--- config.mk ---
export PLATFORM = sky130hd
export DESIGN_NAME = decoder24_hold
export DESIGN_NICKNAME = d
export VERILOG_FILES = /design/src/rtl/decoder24_pkg.sv /design/src/rtl/decoder24_hold_sat_cnt.sv /design/src/rtl/decoder24_hold.sv
export SDC_FILE = /design/constraint.sdc
export NUM_CORES = 1
export LEC_CHECK = 0
export CAP_MARGIN = 25
export CORE_AREA = 2 2 91 93
export DETAILED_ROUTE_END_ITERATION = 12
export DIE_AREA = 0 0 93 95
export MAX_ROUTING_LAYER = met4
export SYNTH_ARGS = -nofsm -noshare
export SYNTH_HDL_FRONTEND = slang
export SYNTH_SLANG_ARGS = --single-unit
--- constraint.sdc ---
create_clock -name clk -period 6.5 [get_ports clk]
set_clock_uncertainty 0.15 [all_clocks]
set_input_delay 1.3 -clock clk [delete_from_list [all_inputs] [get_ports clk]]
set_output_delay 1.3 -clock clk [all_outputs]
set_load 0.05 [all_outputs]
--- src/rtl/decoder24_pkg.sv ---
// Shared types and helpers for the sequential 2-to-4 decoder.
package decoder24_pkg;

  localparam int unsigned N_LINES = 4;

  typedef enum logic [1:0] {
    ST_IDLE = 2'd0,
    ST_HOLD = 2'd1,
    ST_GAP  = 2'd2
  } state_e;

  localparam logic [1:0] CODE_Y0 = 2'b11;
  localparam logic [1:0] CODE_Y1 = 2'b01;
  localparam logic [1:0] CODE_Y2 = 2'b10;
  localparam logic [1:0] CODE_Y3 = 2'b00;

  // Map an input code to its one-hot output line.
  function automatic logic [3:0] code_to_onehot(input logic [1:0] code);
    logic [3:0] oh;
    oh = 4'b0000;
    case (code)
      CODE_Y0: oh = 4'b0001;
      CODE_Y1: oh = 4'b0010;
      CODE_Y2: oh = 4'b0100;
      CODE_Y3: oh = 4'b1000;
      default: oh = 4'b0000;
    endcase
    return oh;
  endfunction

endpackage

--- src/rtl/decoder24_hold_sat_cnt.sv ---
// Saturating event counter; clear takes priority over increment.
module sat_cnt #(
  parameter int unsigned CW = 8
) (
  input  logic          clk,
  input  logic          rst_n,
  input  logic          inc_i,
  input  logic          clr_i,
  output logic [CW-1:0] cnt_o
);

  logic [CW-1:0] cnt_q;
  logic [CW-1:0] cnt_d;

  always_comb begin
    cnt_d = cnt_q;
    if (clr_i) begin
      cnt_d = '0;
    end else if (inc_i && (cnt_q != '1)) begin
      cnt_d = cnt_q + CW'(1);
    end
  end

  always_ff @(posedge clk or negedge rst_n) begin
    if (!rst_n) begin
      cnt_q <= '0;
    end else begin
      cnt_q <= cnt_d;
    end
  end

  assign cnt_o = cnt_q;

endmodule

--- src/rtl/decoder24_hold.sv ---
// Sequential 2-to-4 decoder: buffered valid/ready input, one-hot strobe held
// for HOLD cycles followed by a GAP-cycle idle, with per-line event counters.
module decoder24_hold
  import decoder24_pkg::*;
#(
  parameter int unsigned HOLD = 4,
  parameter int unsigned GAP  = 1,
  parameter int unsigned CW   = 8
) (
  input  logic          clk,
  input  logic          rst_n,
  input  logic [1:0]    a,
  input  logic          a_valid,
  output logic          a_ready,
  output logic [3:0]    y,
  output logic          busy,
  input  logic [1:0]    cnt_sel,
  input  logic          cnt_clr,
  output logic [CW-1:0] cnt_out
);

  localparam int unsigned HG_MAX = (HOLD > GAP) ? HOLD : GAP;
  localparam int unsigned TW     = $clog2(HG_MAX + 1);
  localparam logic [TW-1:0] HOLD_LD = TW'(HOLD - 1);
  localparam logic [TW-1:0] GAP_LD  = (GAP > 0) ? TW'(GAP - 1) : '0;

  state_e      state_q, state_d;
  logic [TW-1:0] ctr_q, ctr_d;
  logic [1:0]  active_q, active_d;
  logic [1:0]  buf_q, buf_d;
  logic        full_q, full_d;
  logic [3:0]  y_q, y_d;
  logic        busy_q, busy_d;
  logic        load;
  logic        xfer;

  // load never looks at a_valid, so a_ready has no combinational input path.
  always_comb begin
    state_d  = state_q;
    ctr_d    = ctr_q;
    active_d = active_q;
    load     = 1'b0;
    case (state_q)
      ST_IDLE: begin
        if (full_q) begin
          load    = 1'b1;
          state_d = ST_HOLD;
          ctr_d   = HOLD_LD;
        end
      end
      ST_HOLD: begin
        if (ctr_q != '0) begin
          ctr_d = ctr_q - TW'(1);
        end else if (GAP > 0) begin
          state_d = ST_GAP;
          ctr_d   = GAP_LD;
        end else if (full_q) begin
          load  = 1'b1;
          ctr_d = HOLD_LD;
        end else begin
          state_d = ST_IDLE;
        end
      end
      ST_GAP: begin
        if (ctr_q != '0) begin
          ctr_d = ctr_q - TW'(1);
        end else if (full_q) begin
          load    = 1'b1;
          state_d = ST_HOLD;
          ctr_d   = HOLD_LD;
        end else begin
          state_d = ST_IDLE;
        end
      end
      default: begin
        state_d = ST_IDLE;
        ctr_d   = '0;
      end
    endcase
    if (load) begin
      active_d = buf_q;
    end

    a_ready = !full_q || load;
    xfer    = a_valid && a_ready;
    full_d  = full_q;
    buf_d   = buf_q;
    if (xfer) begin
      full_d = 1'b1;
      buf_d  = a;
    end else if (load) begin
      full_d = 1'b0;
    end

    y_d    = (state_d == ST_HOLD) ? code_to_onehot(active_d) : 4'b0000;
    busy_d = (state_d != ST_IDLE) || full_d;
  end

  always_ff @(posedge clk or negedge rst_n) begin
    if (!rst_n) begin
      state_q  <= ST_IDLE;
      ctr_q    <= '0;
      active_q <= '0;
      buf_q    <= '0;
      full_q   <= 1'b0;
      y_q      <= '0;
      busy_q   <= 1'b0;
    end else begin
      state_q  <= state_d;
      ctr_q    <= ctr_d;
      active_q <= active_d;
      buf_q    <= buf_d;
      full_q   <= full_d;
      y_q      <= y_d;
      busy_q   <= busy_d;
    end
  end

  assign y    = y_q;
  assign busy = busy_q;

  // One counter per output line, bumped by the line of the code being loaded.
  logic [3:0]    inc_w;
  logic [CW-1:0] cnt_w [N_LINES];

  assign inc_w = load ? code_to_onehot(buf_q) : 4'b0000;

  for (genvar i = 0; i < N_LINES; i++) begin : g_cnt
    sat_cnt #(.CW(CW)) u_cnt (
      .clk   (clk),
      .rst_n (rst_n),
      .inc_i (inc_w[i]),
      .clr_i (cnt_clr),
      .cnt_o (cnt_w[i])
    );
  end

  assign cnt_out = cnt_w[cnt_sel];

endmodule

# --- Yosys cells after proc, flatten, opt, wreduce, memory -nomap -nowiden ---
# Index checks and enable logic that the tools add are counted.
totals:
  reg_bits: 47
  latchBits: 0
  mem_bits_rw: 0
  romBits: 0
  inputBits: 8
  output_inout_bits: 14
  wordCells: 78
  mem_count: 0
op_classes:
  addsub: 5
  mul: 0
  n_div: 0
  n_lt_le_gt_ge: 1
  eq_ne: 13
  shift: 0
  n_mux: 30
  n_bitwise: 1
  n_reduce_logical: 17
op_table:
  columns: ["cell", "n"]
  rows:
  - ["8-bit two-way mux", 10]
  - ["8-bit by 1-bit adder with 8-bit output, second input constant", 4]
  - ["8-bit != test, second input constant", 4]
  - ["4-bit one-hot mux with 4 select lines", 2]
  - ["8-bit binary-select mux with 2-bit select", 1]
  - ["2-bit equality test, second input constant", 5]
  - ["2-bit nonzero test", 5]
  - ["3-bit two-way mux", 3]
  - ["3-bit one-hot mux with 3 select lines", 1]
  - ["2-bit by 1-bit equality test with 1-bit output, second input constant", 4]
  - ["2-bit two-way mux", 4]
  - ["4-bit two-way mux", 2]
  - ["2-bit logical NOT", 3]
  - ["2-bit one-hot mux with 3 select lines", 1]
  - ["1-bit logical AND", 5]
  - ["1-bit two-way mux", 5]
  - ["3-bit >= comparator, second input constant", 1]
  - ["2-bit NOT with 3-bit output", 1]
  - ["3-bit nonzero test", 1]
  - ["3-bit by 1-bit subtractor with 3-bit output, second input constant", 1]
  - ["1-bit logical OR", 2]
  - ["1-bit one-hot mux with 2 select lines", 1]
  - ["1-bit logical NOT", 1]

# --- Depth between registers and ports, before layout ---
logic_depth:
  depth_word: 7
  depth_mapped: 8
  mapped_depth_nobuf: 6

# --- Modules after synthesis ---
# A second synthesis with hierarchy kept.
unflattened:
  cells_unflattened: 281
  area_unflattened_um2: 2841.5
by_module_without_submodules:
  columns: ["mod", "instances", "cells_per_inst", "area_each_um2", "seq_area_each_um2"]
  rows:
  - ["sat_cnt", 4, 49, 464.2, 200.2]
  - ["decoder24_hold", 1, 85, 984.7, 375.4]

# --- Least setup slack after synthesis ---
# No wires, ideal clock.
synth_timing:
  path_type: "input-to-output"
  startpoint: "input cnt_sel[0]"
  endpoint: "output cnt_out[0]"
  t_arrival_ns: 2.444
  required_ns: 5.050
  path_slack_ns: 2.606
  cell_stages: 2
  path_buffers: 1
  path_cell_list: "clkbuf_1 mux4_2"
synth_via:
  elab_chain_cells: 4
synth_lines:
  columns: ["element", "line_no", "source"]
  rows:
  - ["start: declaration", "decoder24_hold.sv:17", "input logic [1:0] cnt_sel,"]
  - ["2-bit NOT with 3-bit output (implied by the code)", "decoder24_hold.sv:138", "assign cnt_out = cnt_w[cnt_sel];"]
  - ["8-bit binary-select mux with 2-bit select", "decoder24_hold.sv:138", null]
  - ["8-bit two-way mux (implied by the code) (2 in a row)", "decoder24_hold.sv:138", null]
  - ["end: declaration", "decoder24_hold.sv:19", "output logic [CW-1:0] cnt_out"]
# Every way passes these cells. The select of a mux whose other input is x is not followed.

# --- Final worst setup path ---
layout_timing:
  startpoint: "input cnt_sel[0]"
  endpoint: "output cnt_out[2]"
# Same word-level chain as after synthesis.

==> results.toml <==
[placed_design]
dp_hpwl_microns = 4200
place_congestion = 0.818
io_buffers = 21
dpl_cell_area_sq_mm = 0.00295
place_inst = 376

[sta]
finalCritPeriodShare_pct = 73.8
fin_crit_ns = 4.80
hold_viol = 0
fmax_ghz = 0.208
slew_headroom_pct = 44.4
worstMarginPinSlew_ns = 0.813
finalSetupTns_ns = 0
setup_viol_count_final = 0
rsz0062_at_grt = "false"
slew_viol_final = 0

[worst_setup_path]
crit_fanout = 8
crit_arrival_ns = 3.35
worst_r2r_path_depth = 6
worstReg2RegEnd = "g_cnt[1].u_cnt.cnt_o[3]$_DFFE_PN0P_"
cp-start-kind = "input port"
r2r_slack_ns = 4.05
end_kind = "output port"
r2r-start = "ctr_q[0]$_DFF_PN0_"
crit_type = "in2out"
cp.required_ns = 5.05

[global_route]
grt_max_degree = 48
track_usage_pct = 15.5
grt.overflow.total = 0
antenna_found_initial = 0
grt_pass1_wl_microns = 10600
grt_pass1_vias = 2133

[die]
io-pin-count = 22
die_h_microns = 95
dieWidth_microns = 93
dieArea_sq_mm = 0.00884
fp-row-count = 33
core_area_sq_mm = 0.00793
start_util_pct = 33.7

[cells_and_area]
drive_above_1_share_pct = 8.96
final_common_cell = "dfrtp_1"
layout_common_cells = "47 x dfrtp_1, 31 x a21oi_1, 20 x clkdlybuf4s50_1, 17 x or4_1"
finalNonFillerCells = 384
nNetsFinal = 292
stdcell_area_sq_mm = 0.00303
synthToLayoutAreaGrowth_pct = 13.6
fillCellCount = 808
n_antenna_cell = 0

[detailed_routing]
vias_per_cell = 5.72
drt_wl_total_microns = 6170
drc = 0
ant_nets = 0
via_count = 2196
wire_per_inst_microns = 16.1
dr.pass1.iters = 5
dr.first_iter.drc_count = 121

[power_and_ir_drop]
leakage_nw = 1.12
clkPwrFrac_pct = 20.2
power_frac_comb_pct = 34.5
powerDensity_mw_per_mm2 = 289
sw_frac_of_total_pct = 39.4
internal_power_uw = 530
peakVddDrop_v = 0.000261
p_seq_share_pct = 45.3
p_sw_uw = 345
power_uw = 875

[clock_network]
clkLatencyLatePin_ns = 0.30
cts_buffers = 5
clockBufferDepth = 2
ctsResizeCount = 0
cts_hold_buf = 0
h-tree-depth = 2
root_buffer = "clkbuf_8"
clock-sinks = 47
clk_transition_reported_paths_ns = 0.08
cts_tree = "built"
post-cts-setup-buffer-count = 0

[yosys]
ys_warn_count = 0
ys_async_sr_fraction_pct = 100
yosys.area_share.simple_pct = 20.0
synth_edf_count = 0
syn-cell-area_sq_mm = 0.00267
syn_avg_cell_area_sq_um = 10.1
synth_xor_area_share_pct = 0.328
ys_types = 48
synth-compound-area-share_pct = 20.0
synth_mux_area_share_pct = 8.81
yosysSeqAreaShare_pct = 44.0
synth_top_family_by_area = "compound AO/OA/AOI/OAI gates"
synth_fa_ha_area_share_pct = 2.81
ys_ff_latch = 47
syn-num-nets = 279
synth_cells = 265
synthFlopType = "dfrtp_1"

[hold_path]
hp-class = "reg2reg"
hp-start = "ctr_q[0]$_DFF_PN0_"
min_to = "ctr_q[0]$_DFF_PN0_"
hold_path_depth = 1

[status]
outcome = "finished clean"

[flow_run]
maxCapViolations = 0
==> Yosys cell counts (3+ instances only) <==
library cell / count / share of area (%)
nor2_1: 7 / 0.98
mux2_2: 4 / 1.7
nand2_1: 14 / 2.0
o31ai_1: 14 / 3.9
o41ai_1: 8 / 2.6
nand4_1: 5 / 1.2
clkbuf_1: 11 / 1.5
nor3_1: 3 / 0.56
or4_1: 17 / 4.8
a21oi_1: 31 / 5.8
and2_1: 4 / 0.94
inv_1: 10 / 1.4
ha_1: 6 / 2.8
buf_2: 4 / 0.75
nand3_1: 13 / 2.4
o21ai_0: 14 / 2.6
or3_1: 6 / 1.4
dfrtp_1: 47 / 44
mux4_2: 8 / 6.7
==> routing by layer <==
layer,part of all wire (%),wire (microns),vias to the layer above,global-route usage (%)
met3,4.2,258,9,2.63
met4,1.3,79,0,4.17
li1,-,-,1065,-
met5,0,0,-,-
met1,46,2860,1071,20.3
met2,48,2970,51,25.1
==> worst max-delay path, cell delays in order <==
cell and delay (ns):
clkdlybuf4s50_1 0.77, mux4_2 0.56, clkdlybuf4s50_1 0.71
==> how the worst max path moves through the flow <==
stage                     startpoint          to  slack (ns)  cells past startpoint
after global routing      cnt_sel[0]  cnt_out[5]        1.55                      3
after floorplan           cnt_sel[0]  cnt_out[0]        2.61                      2
after CTS                 cnt_sel[0]  cnt_out[2]        1.68                      3
after detailed placement  cnt_sel[0]  cnt_out[2]        1.68                      3
after global placement    cnt_sel[0]  cnt_out[6]        1.70                      3
final                     cnt_sel[0]  cnt_out[2]        1.70                      3
==> power groups by stage <==
stage | sequential [mW] | combinational [mW] | clock, mW
finish | 0.397 | 0.302 | 0.177
global route | 0.406 | 0.342 | 0.193
CTS | 0.397 | 0.306 | 0.182
detailed placement | 0.402 | 0.304 | 0
global placement | 0.402 | 0.300 | 0
floorplan | 0.404 | 0.218 | 0
==> flip-flops by register name (all words and copies together), names as in the netlist <==
register,count
buf_q,2
busy,1
y,4
active_q,2
full_q,1
g_cnt.u_cnt.cnt_o,32
ctr_q,3
state_q,2
==> through the flow <==
stage               worst slack, ns  util (%)  hold slack (ns)
finish                         1.70      38.3            0.355
floorplan                      2.61         -            0.316
global route                   1.55      38.3            0.387
detailed placement             1.68      37.2            0.341
CTS                            1.68      38.3            0.352
global placement               1.70      37.2            0.330
==> kinds of logic (layout without fill, tap and decap cells) <==
| logic type | after synthesis | in the layout |
|---|---|---|
| AOI/OAI and AO/OA | 83 | 83 |
| DFF | 47 | 47 |
| xor gates and xnor gates | 1 | 1 |
| muxes | 13 | 13 |
| and+or+nand+nor | 88 | 88 |
| adders and majority gates | 6 | 6 |
| buffers and inverters | 27 | 41 |
==> final cells by class <==
cell class                      instances  area [sq um]  area share (%)
Timing Repair Buffer                   23           220            7.26
Inverter                               10          37.5            1.24
Clock inverter                          1          5.00           0.165
Tap cell                              105           131            4.33
Sequential cell                        47          1180            38.8
Multi-Input combinational cell        191          1390            45.7
Clock buffer                            7          76.3            2.52
Power figures use the tool's default switching activity.
